File: src/rtl/mem_port_arbiter.sv
// Two-master arbiter for a single-port, fixed-latency memory: grant, hold for RD_LAT, respond.
// Define ARB_ROUND_ROBIN_EN to alternate masters under contention instead of fixed m0 priority.
module mem_port_arbiter #(
    parameter int AW     = 32,
    parameter int DW     = 32,
    parameter int RD_LAT = 1
) (
    input  logic          clk,
    input  logic          rst,

    input  logic          m0_req_i,
    input  logic          m0_we_i,
    input  logic [AW-1:0] m0_addr_i,
    input  logic [DW-1:0] m0_wdata_i,
    output logic          m0_gnt_o,
    output logic          m0_rvalid_o,
    output logic [DW-1:0] m0_rdata_o,

    input  logic          m1_req_i,
    input  logic          m1_we_i,
    input  logic [AW-1:0] m1_addr_i,
    input  logic [DW-1:0] m1_wdata_i,
    output logic          m1_gnt_o,
    output logic          m1_rvalid_o,
    output logic [DW-1:0] m1_rdata_o,

    output logic [AW-1:0] mem_addr_o,
    output logic          mem_we_o,
    output logic [DW-1:0] mem_wdata_o,
    input  logic [DW-1:0] mem_rdata_i,

    output logic          busy_o
);

    localparam int            CW       = (RD_LAT > 1) ? $clog2(RD_LAT) : 1;
    localparam logic [CW-1:0] CNT_LOAD = CW'(RD_LAT - 1);
    localparam logic [CW-1:0] CNT_ONE  = CW'(1);

    typedef enum logic [1:0] {
        ST_IDLE   = 2'd0,
        ST_GRANT  = 2'd1,
        ST_ACCESS = 2'd2,
        ST_RESP   = 2'd3
    } state_t;

    state_t        state_q;
    logic          win_q;
    logic          we_q;
    logic [CW-1:0] cnt_q;
    logic [1:0]    gnt_q;
    logic [1:0]    rvalid_q;
    logic [AW-1:0] mem_addr_q;
    logic [DW-1:0] mem_wdata_q;
    logic          mem_we_q;
    logic          busy_q;
    logic [DW-1:0] rdata0_q;
    logic [DW-1:0] rdata1_q;
`ifdef ARB_ROUND_ROBIN_EN
    logic          last_q;
`endif

    logic          any_req_s;
    logic          sel_s;
    logic          sel_we_s;
    logic [AW-1:0] sel_addr_s;
    logic [DW-1:0] sel_wdata_s;
    logic          to_resp_s;

    assign any_req_s = m0_req_i | m1_req_i;

    // Winner selection: a lone requester always wins; contention resolved by policy.
    always_comb begin
        sel_s = 1'b0;
        if (m0_req_i && m1_req_i) begin
`ifdef ARB_ROUND_ROBIN_EN
            sel_s = ~last_q;
`else
            sel_s = 1'b0;
`endif
        end else if (m1_req_i) begin
            sel_s = 1'b1;
        end else begin
            sel_s = 1'b0;
        end
    end

    // Request mux feeding the latch taken on the IDLE->GRANT edge.
    always_comb begin
        if (sel_s) begin
            sel_we_s    = m1_we_i;
            sel_addr_s  = m1_addr_i;
            sel_wdata_s = m1_wdata_i;
        end else begin
            sel_we_s    = m0_we_i;
            sel_addr_s  = m0_addr_i;
            sel_wdata_s = m0_wdata_i;
        end
    end

    // Marks the edge on which the memory phase ends and read data is valid.
    always_comb begin
        to_resp_s = 1'b0;
        case (state_q)
            ST_GRANT:  to_resp_s = (RD_LAT == 1);
            ST_ACCESS: to_resp_s = (cnt_q == CNT_ONE);
            default:   to_resp_s = 1'b0;
        endcase
    end

    // Access sequencer; every output is a register so reset clears them at once.
    always_ff @(posedge clk or posedge rst) begin
        if (rst) begin
            state_q     <= ST_IDLE;
            win_q       <= 1'b0;
            we_q        <= 1'b0;
            cnt_q       <= '0;
            gnt_q       <= 2'b00;
            rvalid_q    <= 2'b00;
            mem_addr_q  <= '0;
            mem_wdata_q <= '0;
            mem_we_q    <= 1'b0;
            busy_q      <= 1'b0;
            rdata0_q    <= '0;
            rdata1_q    <= '0;
`ifdef ARB_ROUND_ROBIN_EN
            last_q      <= 1'b1;
`endif
        end else begin
            rvalid_q <= 2'b00;
            if (to_resp_s) begin
                rvalid_q <= win_q ? 2'b10 : 2'b01;
                // Writes are acknowledged but leave the read-data holding register untouched.
                if (!we_q) begin
                    if (win_q) begin
                        rdata1_q <= mem_rdata_i;
                    end else begin
                        rdata0_q <= mem_rdata_i;
                    end
                end
            end

            case (state_q)
                ST_IDLE: begin
                    if (any_req_s) begin
                        state_q     <= ST_GRANT;
                        win_q       <= sel_s;
                        we_q        <= sel_we_s;
                        mem_addr_q  <= sel_addr_s;
                        mem_wdata_q <= sel_wdata_s;
                        mem_we_q    <= sel_we_s;
                        gnt_q       <= sel_s ? 2'b10 : 2'b01;
                        busy_q      <= 1'b1;
                    end
                end
                ST_GRANT: begin
                    gnt_q    <= 2'b00;
                    mem_we_q <= 1'b0;
                    cnt_q    <= CNT_LOAD;
`ifdef ARB_ROUND_ROBIN_EN
                    last_q   <= win_q;
`endif
                    state_q  <= (RD_LAT == 1) ? ST_RESP : ST_ACCESS;
                end
                ST_ACCESS: begin
                    cnt_q <= cnt_q - CNT_ONE;
                    if (cnt_q == CNT_ONE) begin
                        state_q <= ST_RESP;
                    end
                end
                ST_RESP: begin
                    busy_q  <= 1'b0;
                    state_q <= ST_IDLE;
                end
                default: begin
                    gnt_q    <= 2'b00;
                    mem_we_q <= 1'b0;
                    busy_q   <= 1'b0;
                    state_q  <= ST_IDLE;
                end
            endcase
        end
    end

    assign m0_gnt_o    = gnt_q[0];
    assign m1_gnt_o    = gnt_q[1];
    assign m0_rvalid_o = rvalid_q[0];
    assign m1_rvalid_o = rvalid_q[1];
    assign m0_rdata_o  = rdata0_q;
    assign m1_rdata_o  = rdata1_q;
    assign mem_addr_o  = mem_addr_q;
    assign mem_wdata_o = mem_wdata_q;
    assign mem_we_o    = mem_we_q;
    assign busy_o      = busy_q;

endmodule

File: config.mk
export PLATFORM = sky130hd
export DESIGN_NAME = mem_port_arbiter
export DESIGN_NICKNAME = d
export VERILOG_FILES = /design/src/rtl/mem_port_arbiter.sv
export SDC_FILE = /design/constraint.sdc
export NUM_CORES = 1
export LEC_CHECK = 0
export CORE_ASPECT_RATIO = 1.5
export CORE_MARGIN = 1
export CORE_UTILIZATION = 42
export CTS_BUF_LIST = sky130_fd_sc_hd__clkbuf_2 sky130_fd_sc_hd__clkbuf_4 sky130_fd_sc_hd__clkbuf_8
export CTS_CLUSTER_DIAMETER = 80
export DETAILED_ROUTE_END_ITERATION = 8
export GPL_TIMING_DRIVEN = 0
export PLACE_DENSITY = 0.83
export SYNTH_ARGS = -nofsm -noshare
export SYNTH_HDL_FRONTEND = slang
export SYNTH_SLANG_ARGS = --single-unit
File: constraint.sdc
create_clock -name clk -period 7.3 [get_ports clk]
set_clock_uncertainty 0.2 [all_clocks]
set_input_delay 2.19 -clock clk [delete_from_list [all_inputs] [get_ports clk]]
set_output_delay 2.19 -clock clk [all_outputs]
set_load 0.01 [all_outputs]
==> results.py, run 1 <==
metrics = {
    "power": {
        "vdd_ir_drop_max_v": 0.0001671,
        "cellLeakagePower_nw": 4.232,
        "powerDensity_nw_per_um2": 402.2,
    },
    "clock_network": {
        "post_cts_resized": 0,
        "post_cts_buffers": 0,
        "cts_made_buffers": 17,
        "cts_tree": "done",
        "cts_sinks": 139,
        "clock_path_buffers": 2,
        "cts_hold_buf": 0,
        "clk_latency_ns": 0.43,
        "cts_htree_levels": 4,
        "root_buffer": "clkbuf_8",
        "clk_transition_reported_paths_ns": 0.08,
    },
    "yosys": {
        "synth.cell_area_um2": 6043,
        "synth_warnings": 0,
        "ys_ff_latch": 139,
        "yosys.area.top_type": "dfrtp_1",
        "syn_nets": 642,
        "syn_inst": 471,
        "synth-seq-area-share_pct": 57.56,
        "synth_top_area_share_pct": 57.56,
        "syn_avg_cell_area_um2": 12.83,
        "synth.distinct_cells": 29,
        "synth_area_leaders": "dfrtp_1 58%, mux2i_1 11%, mux2_4 7.5%",
    },
    "setup_path": {
        "timing.rr.end": "m0_rdata_o[2]",
        "crit_buf_inv": 3,
        "crit_slowest_cell": "clkdlybuf4s50_1",
        "worstPathArrival_ns": 3.98,
        "path_cells": "clkdlybuf4s50_1, nor2b_2, buf_6, buf_6, mux2i_1, o21ai_1",
        "crit_family": "buffers and inverters",
        "criticalPathCategory": "in2reg",
        "max_stage_delay_ns": 0.61,
        "end_kind": "flip-flop",
        "crit_fanout": 10,
        "worstSetupStartpointType": "input pin",
        "rrSetupSlack_ns": 5.08,
        "cpMostUsedCell": "buf_6",
        "reg2regPathDepth": 6,
        "required_ns": 7.41,
        "r2r-start": "state_q[0]",
    },
    "cells_and_area": {
        "nets": 960,
        "diodes": 0,
        "fin_area_um2": 9751,
        "area_delta_synth_final_pct": 61.35,
        "final_cells": 993,
        "drive_gt1_share_pct": 15.61,
    },
    "place": {
        "place_area_um2": 9299,
        "portBuffers": 298,
        "dpl.hpwl_um": 14140,
        "place_ws_ns": 2.964,
        "gp_congestion": 0.8515,
        "place_inst": 962,
    },
    "worst_hold_path": {
        "min_to": "mem_addr_o[30]",
        "min_path_cells": 2,
        "worstHoldStart": "mem_addr_o[30]",
        "hp-class": "reg2reg",
    },
    "timing": {
        "hold_violations": 0,
        "tightest_slew_ns": 0.5137,
        "rsz0062_at_grt": "false",
        "relSlewSlack_pct": 65.75,
        "clock.fmax_mhz": 258.4,
        "period_share_pct": 53.02,
        "setup_viol": 0,
        "slew_viol_final": 0,
        "period_needed_ns": 3.870,
        "fin_ws_ns": 3.430,
    },
    "floorplan": {
        "std_cell_rows": 53,
        "start_util_pct": 42.99,
        "coreArea_um2": 14060,
        "pin_count": 300,
        "dieArea_um2": 14880,
        "die_y_um": 148.9,
        "fp.dieW_um": 99.94,
    },
    "global_routing": {
        "grt_overflow": 0,
        "grtUsageTotal_pct": 24.44,
        "grt_pass1_vias": 5385,
        "antenna_found_initial": 0,
        "grt_pass1_wl_um": 27350,
        "grt_max_degree": 105,
    },
    "status": {
        "status": "complete, no violations",
    },
    "route": {
        "post_drt_wl_per_cell_um": 18.05,
        "viasPerCell": 4.986,
        "drtIter0Drc": 135,
        "num_vias": 4951,
        "drtAntennaViolNets": 0,
        "firstDrtPassIters": 4,
        "drc": 0,
        "drt_wl_total_um": 17930,
    },
    "flow_run": {
        "maxCapViolations": 0,
    },
}
-- worst min-delay path, cell delays in order (launching register included) --
cell and delay, ns:
dfrtp_1 0.34, nand2_1 0.04, o21ai_0 0.06
-- worst max-delay path by stage --
stage,start,endpoint,slack [ns],cells past startpoint
finish,m1_req_i,mem_wdata_o[2],3.43,6
global route,m1_req_i,mem_wdata_o[2],3.33,6
CTS,m1_req_i,mem_wdata_o[2],3.43,6
detailed placement,m1_req_i,mem_wdata_o[2],2.96,6
global placement,rst,m1_rdata_o[25],-0.52,2
floorplan,rst,busy_o,1.19,1
-- routing by layer --
| metal | vias up | wire length, um | global-route usage (%) |
|---|---|---|---|
| met4 | 2 | 503 | 11.18 |
| met5 | - | 5 | 0 |
| met3 | 36 | 1782 | 9.278 |
| met2 | 263 | 9448 | 44.45 |
| li1 | 2270 | - | - |
| met1 | 2380 | 6185 | 24.25 |
-- cells in the mapped netlist, drive strengths merged --
cell type	number
nor2	4
a21oi	3
a31oi	1
dfrtp	139
o311ai	1
mux2i	67
o21ai	68
ha	5
clkbuf	7
nor3b	1
nor2b	2
mux2	65
nand2	68
a21o	2
a32o	1
o31ai	1
o41ai	1
nand3	1
and3	1
buf	23
and4b	1
inv	8
a22o	1
-- where the power goes --
group          switching, mW  total (mW)  internal [mW]  leakage, nW
logic                  0.749        1.83           1.08         2.31
registers              0.222        1.37           1.15         1.69
clock network          0.310       0.718          0.407        0.230
total                   1.28        3.92           2.64         4.23
-- area by class of cell --
class	count	area, um2
fillers	1042	4308
flip-flops and latches	139	3478
repair buffers	299	3010
multi-input cells	294	2312
well taps	192	240.2
clock buffers	17	234.0
plain buffers	30	222.7
clock inverters	14	217.7
inverters	8	35.03
-- cell usage in the layout, fill, tap and decap left out, types with 4 or more instances in the layout --
cell / count
nor2_1: 4
mux2_2: 35
buf_6: 10
clkbuf_8: 17
mux2_4: 30
mux2i_1: 67
bufinv_16: 5
inv_1: 7
buf_4: 6
clkdlybuf4s50_1: 298
dfrtp_1: 139
o21ai_0: 59
nand2_1: 68
ha_1: 5
buf_2: 7
clkbuf_1: 4
clkinv_4: 4
o21ai_1: 9
-- registers in the layout, summed over array words and instances (netlist names) --
name,cells
busy_o,1
cnt_q,1
gnt_q,2
m0_rdata_o,32
m1_rdata_o,32
mem_addr_o,32
mem_wdata_o,32
mem_we_o,1
rvalid_q,2
state_q,2
we_q,1
win_q,1
-- cells by family (layout without fill, tap and decap cells) --
group | count (synthesis) | in the layout | synth area share, %
AO/OA/AOI/OAI | 79 | 79 | 6.956
adder cells (fa/ha/maj) | 5 | 5 | 1.035
buffers and inverters | 38 | 368 | 4.182
flip-flops | 139 | 139 | 57.56
multiplexers | 132 | 132 | 25.07
AND/OR/NAND/NOR | 78 | 78 | 5.197
-- metrics by stage --
stage	hold WS, ns	TNS [ns]	util, %	total power [mW]
detailed placement	0.2699	0	66.14	3.224
floorplan	0.2500	0	-	2.165
CTS	0.2864	0	69.36	3.951
global route	0.3088	0	69.36	4.137
finish	0.2764	0	69.36	3.921
global placement	0.2611	-70.78	65.91	3.141
Note: power is estimated with default switching activity, not from simulation.
==> run 2, diff against run 1 <==
==> constraint.sdc (replaced) <==
create_clock -name clk -period 3.7 [get_ports clk]
set_clock_uncertainty 0.2 [all_clocks]
set_input_delay 1.11 -clock clk [delete_from_list [all_inputs] [get_ports clk]]
set_output_delay 1.11 -clock clk [all_outputs]
set_load 0.01 [all_outputs]
==> run 2 against run 1 <==
Net effect: critical path depth shrank 5; wire length fell by 1.6%; die area unchanged; sequential share of layout area increased by 0.20 points; largest power group unchanged; critical endpoint is now mem_addr_o[27]; combinational power increased by 97%; global-route usage shrank 0.33 points; hold slack improved by 0.0099 ns; design area is 0.55% lower.
==> results.py, run 2 (same netlist as run 1, synthesis figures left out) <==
metrics = {
    "setup_path": {
        "path_cells": "clkdlybuf4s50_1",
        "required_ns": 2.39,
        "crit_fanout": 2,
        "timing.rr.end": "m0_rdata_o[7]",
        "r2r-start": "state_q[1]",
        "worstSetupStartpointType": "flip-flop",
        "max_stage_delay_ns": 0.58,
        "crit_buf_inv": 1,
        "reg2regPathDepth": 6,
        "crit_family": "buffers and inverters",
        "worstPathArrival_ns": 1.43,
        "rrSetupSlack_ns": 1.53,
        "end_kind": "output port",
        "criticalPathCategory": "reg2out",
        "cp-startpoint": "mem_addr_o[27]",
        "crit_slowest_cell": "clkdlybuf4s50_1",
    },
    "route": {
        "num_vias": 4934,
        "drc": 0,
        "drtAntennaViolNets": 0,
        "drtIter0Drc": 133,
        "firstDrtPassIters": 4,
        "drt_wl_total_um": 17640,
        "post_drt_wl_per_cell_um": 17.71,
        "viasPerCell": 4.954,
    },
    "timing": {
        "tightest_slew_ns": 0.5632,
        "period_needed_ns": 2.745,
        "rsz0062_at_grt": "false",
        "period_share_pct": 74.18,
        "relSlewSlack_pct": 62.05,
        "hold_violations": 0,
        "slew_viol_final": 0,
        "setup_viol": 0,
        "clock.fmax_mhz": 364.3,
    },
    "power": {
        "powerDensity_nw_per_um2": 768.7,
        "switching_power_mw": 2.552,
        "switching_share_pct": 34.23,
        "clkPwrFrac_pct": 15.3,
        "p_int_mw": 4.902,
        "vdd_ir_drop_max_v": 0.0003162,
        "cellLeakagePower_nw": 4.189,
        "p_seq_share_pct": 36.2,
        "power_mw": 7.454,
        "p_comb_share_pct": 48.4,
    },
    "clock_network": {
        "cts_sinks": 139,
        "cts_tree": "done",
        "root_buffer": "clkbuf_8",
        "clk_transition_reported_paths_ns": 0.08,
        "cts_hold_buf": 0,
        "post_cts_resized": 0,
        "cts_made_buffers": 17,
        "cts_htree_levels": 4,
        "clk_latency_ns": 0.43,
        "post_cts_buffers": 0,
        "clock_path_buffers": 2,
    },
    "global_routing": {
        "grt_overflow": 0,
        "grtUsageTotal_pct": 24.12,
        "grt_max_degree": 43,
        "grt_pass1_wl_um": 27290,
        "antenna_found_initial": 0,
        "grt_pass1_vias": 5235,
    },
    "flow_run": {
        "maxCapViolations": 0,
    },
    "floorplan": {
        "std_cell_rows": 53,
        "dieArea_um2": 14880,
        "die_y_um": 148.9,
        "fp.dieW_um": 99.94,
        "start_util_pct": 42.99,
        "pin_count": 300,
        "coreArea_um2": 14060,
    },
    "worst_hold_path": {
        "min_to": "mem_wdata_o[11]",
        "hp-class": "reg2reg",
        "worstHoldStart": "mem_wdata_o[11]",
        "min_path_cells": 2,
    },
    "cells_and_area": {
        "drive_gt1_share_pct": 15.92,
        "fin_area_um2": 9697,
        "final_common_cell": "clkdlybuf4s50_1",
        "nets": 962,
        "diodes": 0,
        "final_cell_mix": "298 x clkdlybuf4s50_1, 139 x dfrtp_1, 68 x nand2_1, 67 x mux2i_1, 59 x o21ai_0",
        "area_delta_synth_final_pct": 60.46,
    },
    "place": {
        "dpl.hpwl_um": 13980,
        "place_area_um2": 9330,
        "portBuffers": 298,
        "gp_congestion": 0.8216,
    },
    "status": {
        "status": "complete, no violations",
    },
}
-- run 2: per-stage QoR --
stage	setup WS [ns]	setup TNS (ns)	instances	hold slack [ns]	util [%]
after floorplan	0.6549	0	471	0.2500	-
after global placement	-0.4821	-65.18	961	0.2604	65.94
after detailed placement	0.5137	0	964	0.2694	66.37
after CTS	0.9265	0	996	0.2889	68.97
after global routing	0.8820	0	996	0.3012	68.97
final	0.9552	0	996	0.2863	68.97
-- run 2: worst max path at each step --
stage | endpoint | cells past startpoint
after floorplan | busy_o | 1
after global placement | m1_rdata_o[10] | 2
after detailed placement | mem_addr_o[8] | 6
after CTS | mem_addr_o[27] | 1
after global routing | mem_addr_o[1] | 5
final | mem_addr_o[27] | 1
-- run 2: cell type report --
type                            instances  area, um2
Tap cell                              192      240.2
Clock inverter                         14      125.1
Sequential cell                       139       3478
Timing Repair Buffer                  301       3043
Inverter                                8      33.78
Fill cell                            1060       4362
Clock buffer                           18      241.5
Buffer                                 30      222.7
Multi-Input combinational cell        294       2312
-- run 2: layer usage --
metal	global-route usage (%)	wire [um]	vias up
met4	10.00	488	0
met5	0	0	-
met3	7.826	1518	32
met1	24.95	6313	2375
met2	44.17	9320	251
li1	-	-	2276
-- run 2: power by group through the flow --
stage | logic, mW | clock network (mW) | registers, mW
after floorplan | 1.27 | 0 | 3.01
after global placement | 3.50 | 0 | 2.69
after detailed placement | 3.62 | 0 | 2.73
after CTS | 3.64 | 1.17 | 2.70
after global routing | 3.87 | 1.25 | 2.78
final | 3.61 | 1.14 | 2.70
-- run 2: worst register-to-register path, cell delays in order, from the launching register on --
cell and delay (ns):
dfrtp_1 0.42, inv_1 0.08, ha_1 0.25, a21o_1 0.21, nand3_1 0.19, buf_2 0.34
mux2_2 0.38
==> edit 1, RTL diff (settings of run 1) <==
Set the parameter `AW` to 48 (it was 32).
--- a/src/rtl/mem_port_arbiter.sv
+++ b/src/rtl/mem_port_arbiter.sv
@@ -3,3 +3,3 @@
 module mem_port_arbiter #(
-    parameter int AW     = 32,
+    parameter int AW     = 48,
     parameter int DW     = 32,
Interface: changed (resized m0_addr_i, m1_addr_i and mem_addr_o); port bits go from 300 to 348. No check against the original RTL was run, so the function may have changed too.
==> edit 1 against run 1 <==
Power increased by 6.5%; design area increased by 12%; highest routed layer is now met4; critical endpoint is now mem_addr_o[41]; cell count is 13% higher; clock power down 9.7%; largest power group unchanged; core utilization is 0.27 points higher; sequential cell count is 16 higher; wire length rose by 13%; area after synthesis grew 12%; maximum frequency is 1.3% higher; worst setup slack better by 0.048 ns.
==> edit 1: results (changes against run 1) <==
layout:
  drive_above_1_share: 0.138  # was 0.156
  num-fill-cells: 1180  # was 1042
  nets: 1109  # was 960
cts:
  clkTransAtPathRegs_ns: 0.08  # about the same
  clk_latency_ns: 0.43  # about the same
drt:
  top_layer_used: "met4"  # was met5
  drt_iter0_drc: 219  # was 135
  routedWlPerCell_um: 18.1  # about the same
  wl_met3_mm: 1.73  # was 1.78 mm
  wl_met1_mm: 7.33  # was 6.19 mm
  wl_met2_mm: 10.8  # was 9.45 mm
  detail_route.vias_per_cell: 4.92  # was 4.99
  via_count: 5516  # was 4951
grt:
  grt_use_met3: 0.0790  # was 0.0928
  grt_util_met1: 0.257  # was 0.243
  grt_pass1_wl_mm: 30.6  # was 27.4 mm
  grt_start_max_net_pins: 87  # was 105
  track_usage: 0.245  # was 0.244
  use_met2: 0.454  # was 0.444
synth:
  synthTopCellsByArea: "dfrtp_1 57%, mux2i_1 12%, mux2_4 6.6%"  # was dfrtp_1 58%, mux2i_1 11%, mux2_4 7.5%
  syn_nets: 744  # was 642
  synth_flop_cell: "dfrtp_1"  # unchanged
  ys_types: 27  # was 29
  avgSynthCellArea_sq_um: 12.6  # was 12.8 sq um
  yosysSeqAreaShare: 0.571  # was 0.576
  synth_common_cells: "155 x dfrtp_1, 84 x nand2_1, 83 x mux2i_1, 83 x o21ai_0, 35 x mux2_2"  # was 139 x dfrtp_1, 68 x nand2_1, 67 x mux2i_1
run_status:
  status: "finished, final reports clean"  # unchanged
critical_path:
  crit_start: "mem_addr_o[41]$_DFFE_PP0P_"  # was m1_req_i
  critPathArrivalTime_ns: 1.43  # was 3.98 ns
  crit_end: "mem_addr_o[41]"  # was mem_wdata_o[2]$_DFFE_PP0P_
  cpMaxStageDelayCell: "clkdlybuf4s50_1"  # unchanged
  cp_max_fo: 2  # was 10
  slowest_delay_ns: 0.64  # was 0.61 ns
  ff2ff_setup_slack_ns: 5.18  # was 5.08 ns
  r2r-start: "state_q[1]$_DFFE_PP0P_"  # was state_q[0]$_DFFE_PP0P_
hold_path:
  worstHoldStart: "mem_addr_o[8]$_DFFE_PP0P_"  # was mem_addr_o[30]$_DFFE_PP0P_
  holdPathEnd: "mem_addr_o[8]$_DFFE_PP0P_"  # was mem_addr_o[30]$_DFFE_PP0P_
power_and_ir_drop:
  p_leak_nw: 4.72  # was 4.23 nW
  peakVddDrop_mv: 0.188  # was 0.167 mV
  powerComb_mw: 2.01  # was 1.83 mW
  switching_share: 0.339  # was 0.327
  pg_clk_uw: 648  # was 718 uW
place:
  gp_congestion: 0.795  # was 0.852
  hpwlAfterDp_mm: 15.9  # was 14.1 mm
  port_buffers: 345  # was 298
timing:
  slew_headroom: 0.565  # was 0.658
[edit 1: cell type report]
cell class / count / area share
Buffer: 36 / 0.0245
Inverter: 8 / 0.00321
Timing Repair Buffer: 346 / 0.319
Clock inverter: 14 / 0.0137
Multi-Input combinational cell: 342 / 0.239
Tap cell: 203 / 0.0232
Sequential cell: 155 / 0.355
Clock buffer: 18 / 0.0227
[edit 1: stage by stage]
stage	util	area, sq um	power, mW	hold slack (ns)	worst slack (ns)
CTS	0.696	10900	4.22	0.288	3.42
global route	0.696	10900	4.43	0.309	3.39
floorplan	-	6790	2.39	0.250	0.732
detailed placement	0.671	10500	3.56	0.269	3.34
finish	0.696	10900	4.18	0.282	3.48
global placement	0.669	10500	3.50	0.260	-1.30
[edit 1: cell families (layout without fill, tap and decap cells)]
group	Yosys count	count (layout)	synth area share
buffers and inverters	44	422	0.0439
DFF	155	155	0.571
adders and majority gates	5	5	0.00921
and+or+nand+nor	94	94	0.0547
muxes	148	148	0.247
AOI/OAI and AO/OA	95	95	0.0743
==> edit 2, RTL diff (settings of run 1) <==
Without the edit above. The 4 states of `state_t` get a one-hot encoding in 4 bits.
--- a/src/rtl/mem_port_arbiter.sv
+++ b/src/rtl/mem_port_arbiter.sv
@@ -38,7 +38,7 @@
 
-    typedef enum logic [1:0] {
-        ST_IDLE   = 2'd0,
-        ST_GRANT  = 2'd1,
-        ST_ACCESS = 2'd2,
-        ST_RESP   = 2'd3
+    typedef enum logic [3:0] {
+        ST_IDLE   = 4'b0001,
+        ST_GRANT  = 4'b0010,
+        ST_ACCESS = 4'b0100,
+        ST_RESP   = 4'b1000
     } state_t;
Function: same outputs for any inputs over 4 cycles, from zero or initial values and one cycle with rst high; so few cycles prove little.
==> edit 2 against run 1 <==
Area after synthesis increased by 1.5%; register-to-register slack got worse by 0.05 ns; first-iteration DRC count decreased by 42%; design area increased by 1.1%; wire length decreased by 8.4%; worst setup slack got worse by 0.16 ns; power increased by 0.76%; sequential cell count unchanged; critical path type unchanged.
==> edit 2: results (changes against run 1) <==
place:
  port_buffers: 299  # was 298
  place_area_sq_mm: 0.00940  # was 0.00930 sq mm
  gp_congestion: 0.747  # was 0.852
  hpwlAfterDp_mm: 12.6  # was 14.1 mm
  place_ws_ns: 2.77  # was 2.96 ns
  post-place-cells: 880  # was 962
synth:
  muxShareOfSynthArea: 0.374  # was 0.251
  syn_inst: 388  # was 471
  synth_adder_area_share: 0  # was 0.0104
  syn_nets: 554  # was 642
  yosysMostFrequentCell: "mux2_2"  # was dfrtp_1
  synth-xor-area-share: 0.00143  # was 0
  synth_flop_cell: "dfrtp_1"  # unchanged
  ys_types: 28  # was 29
  synth_compound_area_frac: 0.0106  # was 0.0696
  yosysSeqAreaShare: 0.567  # was 0.576
  synth_common_cells: "161 x mux2_2, 138 x dfrtp_1, 30 x mux2_4"  # was 139 x dfrtp_1, 68 x nand2_1, 67 x mux2i_1
  synthTopCellsByArea: "dfrtp_1 56%, mux2_2 30%, mux2_4 7.3%"  # was dfrtp_1 58%, mux2i_1 11%, mux2_4 7.5%
drt:
  drt_first_pass_iters: 4  # unchanged
  drt_iter0_drc: 78  # was 135
  drt-total-wl_mm: 16.4  # was 17.9 mm
  routedWlPerCell_um: 18.0  # was 18.1 um
  ant_nets: 0  # unchanged
  detail_route.vias_per_cell: 4.82  # was 4.99
power_and_ir_drop:
  p_leak_nw: 4.17  # was 4.23 nW
  peakVddDrop_mv: 0.297  # was 0.167 mV
hold_path:
  holdPathEnd: "m0_rdata_o[24]$_DFFE_PP0P_"  # was mem_addr_o[30]$_DFFE_PP0P_
  worstHoldStart: "m0_rdata_o[24]$_DFFE_PP0P_"  # was mem_addr_o[30]$_DFFE_PP0P_
  min-delay-path-class: "register to register"  # unchanged
  hold-path-cell-count: 1  # was 2
timing:
  slew_headroom: 0.557  # was 0.658
  hold_ws_ns: 0.303  # was 0.276 ns
  finalCritPeriodShare: 0.553  # was 0.530
run_status:
  status: "finished, final reports clean"  # unchanged
layout:
  antenna_cells: 0  # unchanged
  num-fill-cells: 1009  # was 1042
  multi_input_area_sq_mm: 0.00249  # was 0.00231 sq mm
  nets: 873  # was 960
  drive_above_1_share: 0.351  # was 0.156
critical_path:
  r2r.worst_path.cells: 6  # unchanged
  r2r-start: "state_q[0]$_DFFE_PP1P_"  # was state_q[0]$_DFFE_PP0P_
  critical-path-top-delay-family: "buffers and inverters"  # unchanged
  crit_end: "mem_wdata_o[1]$_DFFE_PP0P_"  # was mem_wdata_o[2]$_DFFE_PP0P_
  critPathArrivalTime_ns: 4.15  # was 3.98 ns
  crit_start: "m0_req_i"  # was m1_req_i
  slowest_delay_ns: 0.55  # was 0.61 ns
  ff2ff_setup_slack_ns: 5.03  # was 5.08 ns
grt:
  grt_start_max_net_pins: 92  # was 105
  grt_pass1_vias: 5120  # was 5385
  track_usage: 0.223  # was 0.244
  grt_pass1_wl_mm: 25.2  # was 27.4 mm
cts:
  postCtsSetupBuffers: 0  # unchanged
  cts_resized: 0  # unchanged
  cts-root-buf: "clkbuf_8"  # unchanged
-- edit 2: layout make-up --
class	instances	share of cell area
plain buffers	21	0.0145
clock buffers	18	0.0251
clock inverters	14	0.0211
inverters	7	0.00317
multi-input cells	221	0.252
flip-flops and latches	139	0.353
well taps	192	0.0244
repair buffers	300	0.306
-- edit 2: logic make-up after synthesis --
kind of cell | after synthesis
AO/OA/AOI/OAI | 11
AND/OR/NAND/NOR | 15
multiplexers | 194
flip-flops | 139
buffers and inverters | 28
XOR/XNOR | 1
-- edit 2: metal layers --
metal / vias up / share of wire / track usage
met5: - / 0 / 0
met4: 0 / 0.033 / 0.0949
met3: 37 / 0.093 / 0.0911
met2: 204 / 0.54 / 0.414
met1: 2137 / 0.34 / 0.211
li1: 2019 / - / -
-- edit 2: report_power, final --
group	internal (mW)	switching (mW)	total, mW
sequential	1.16	0.219	1.38
clock	0.391	0.322	0.712
combinational	1.19	0.673	1.86
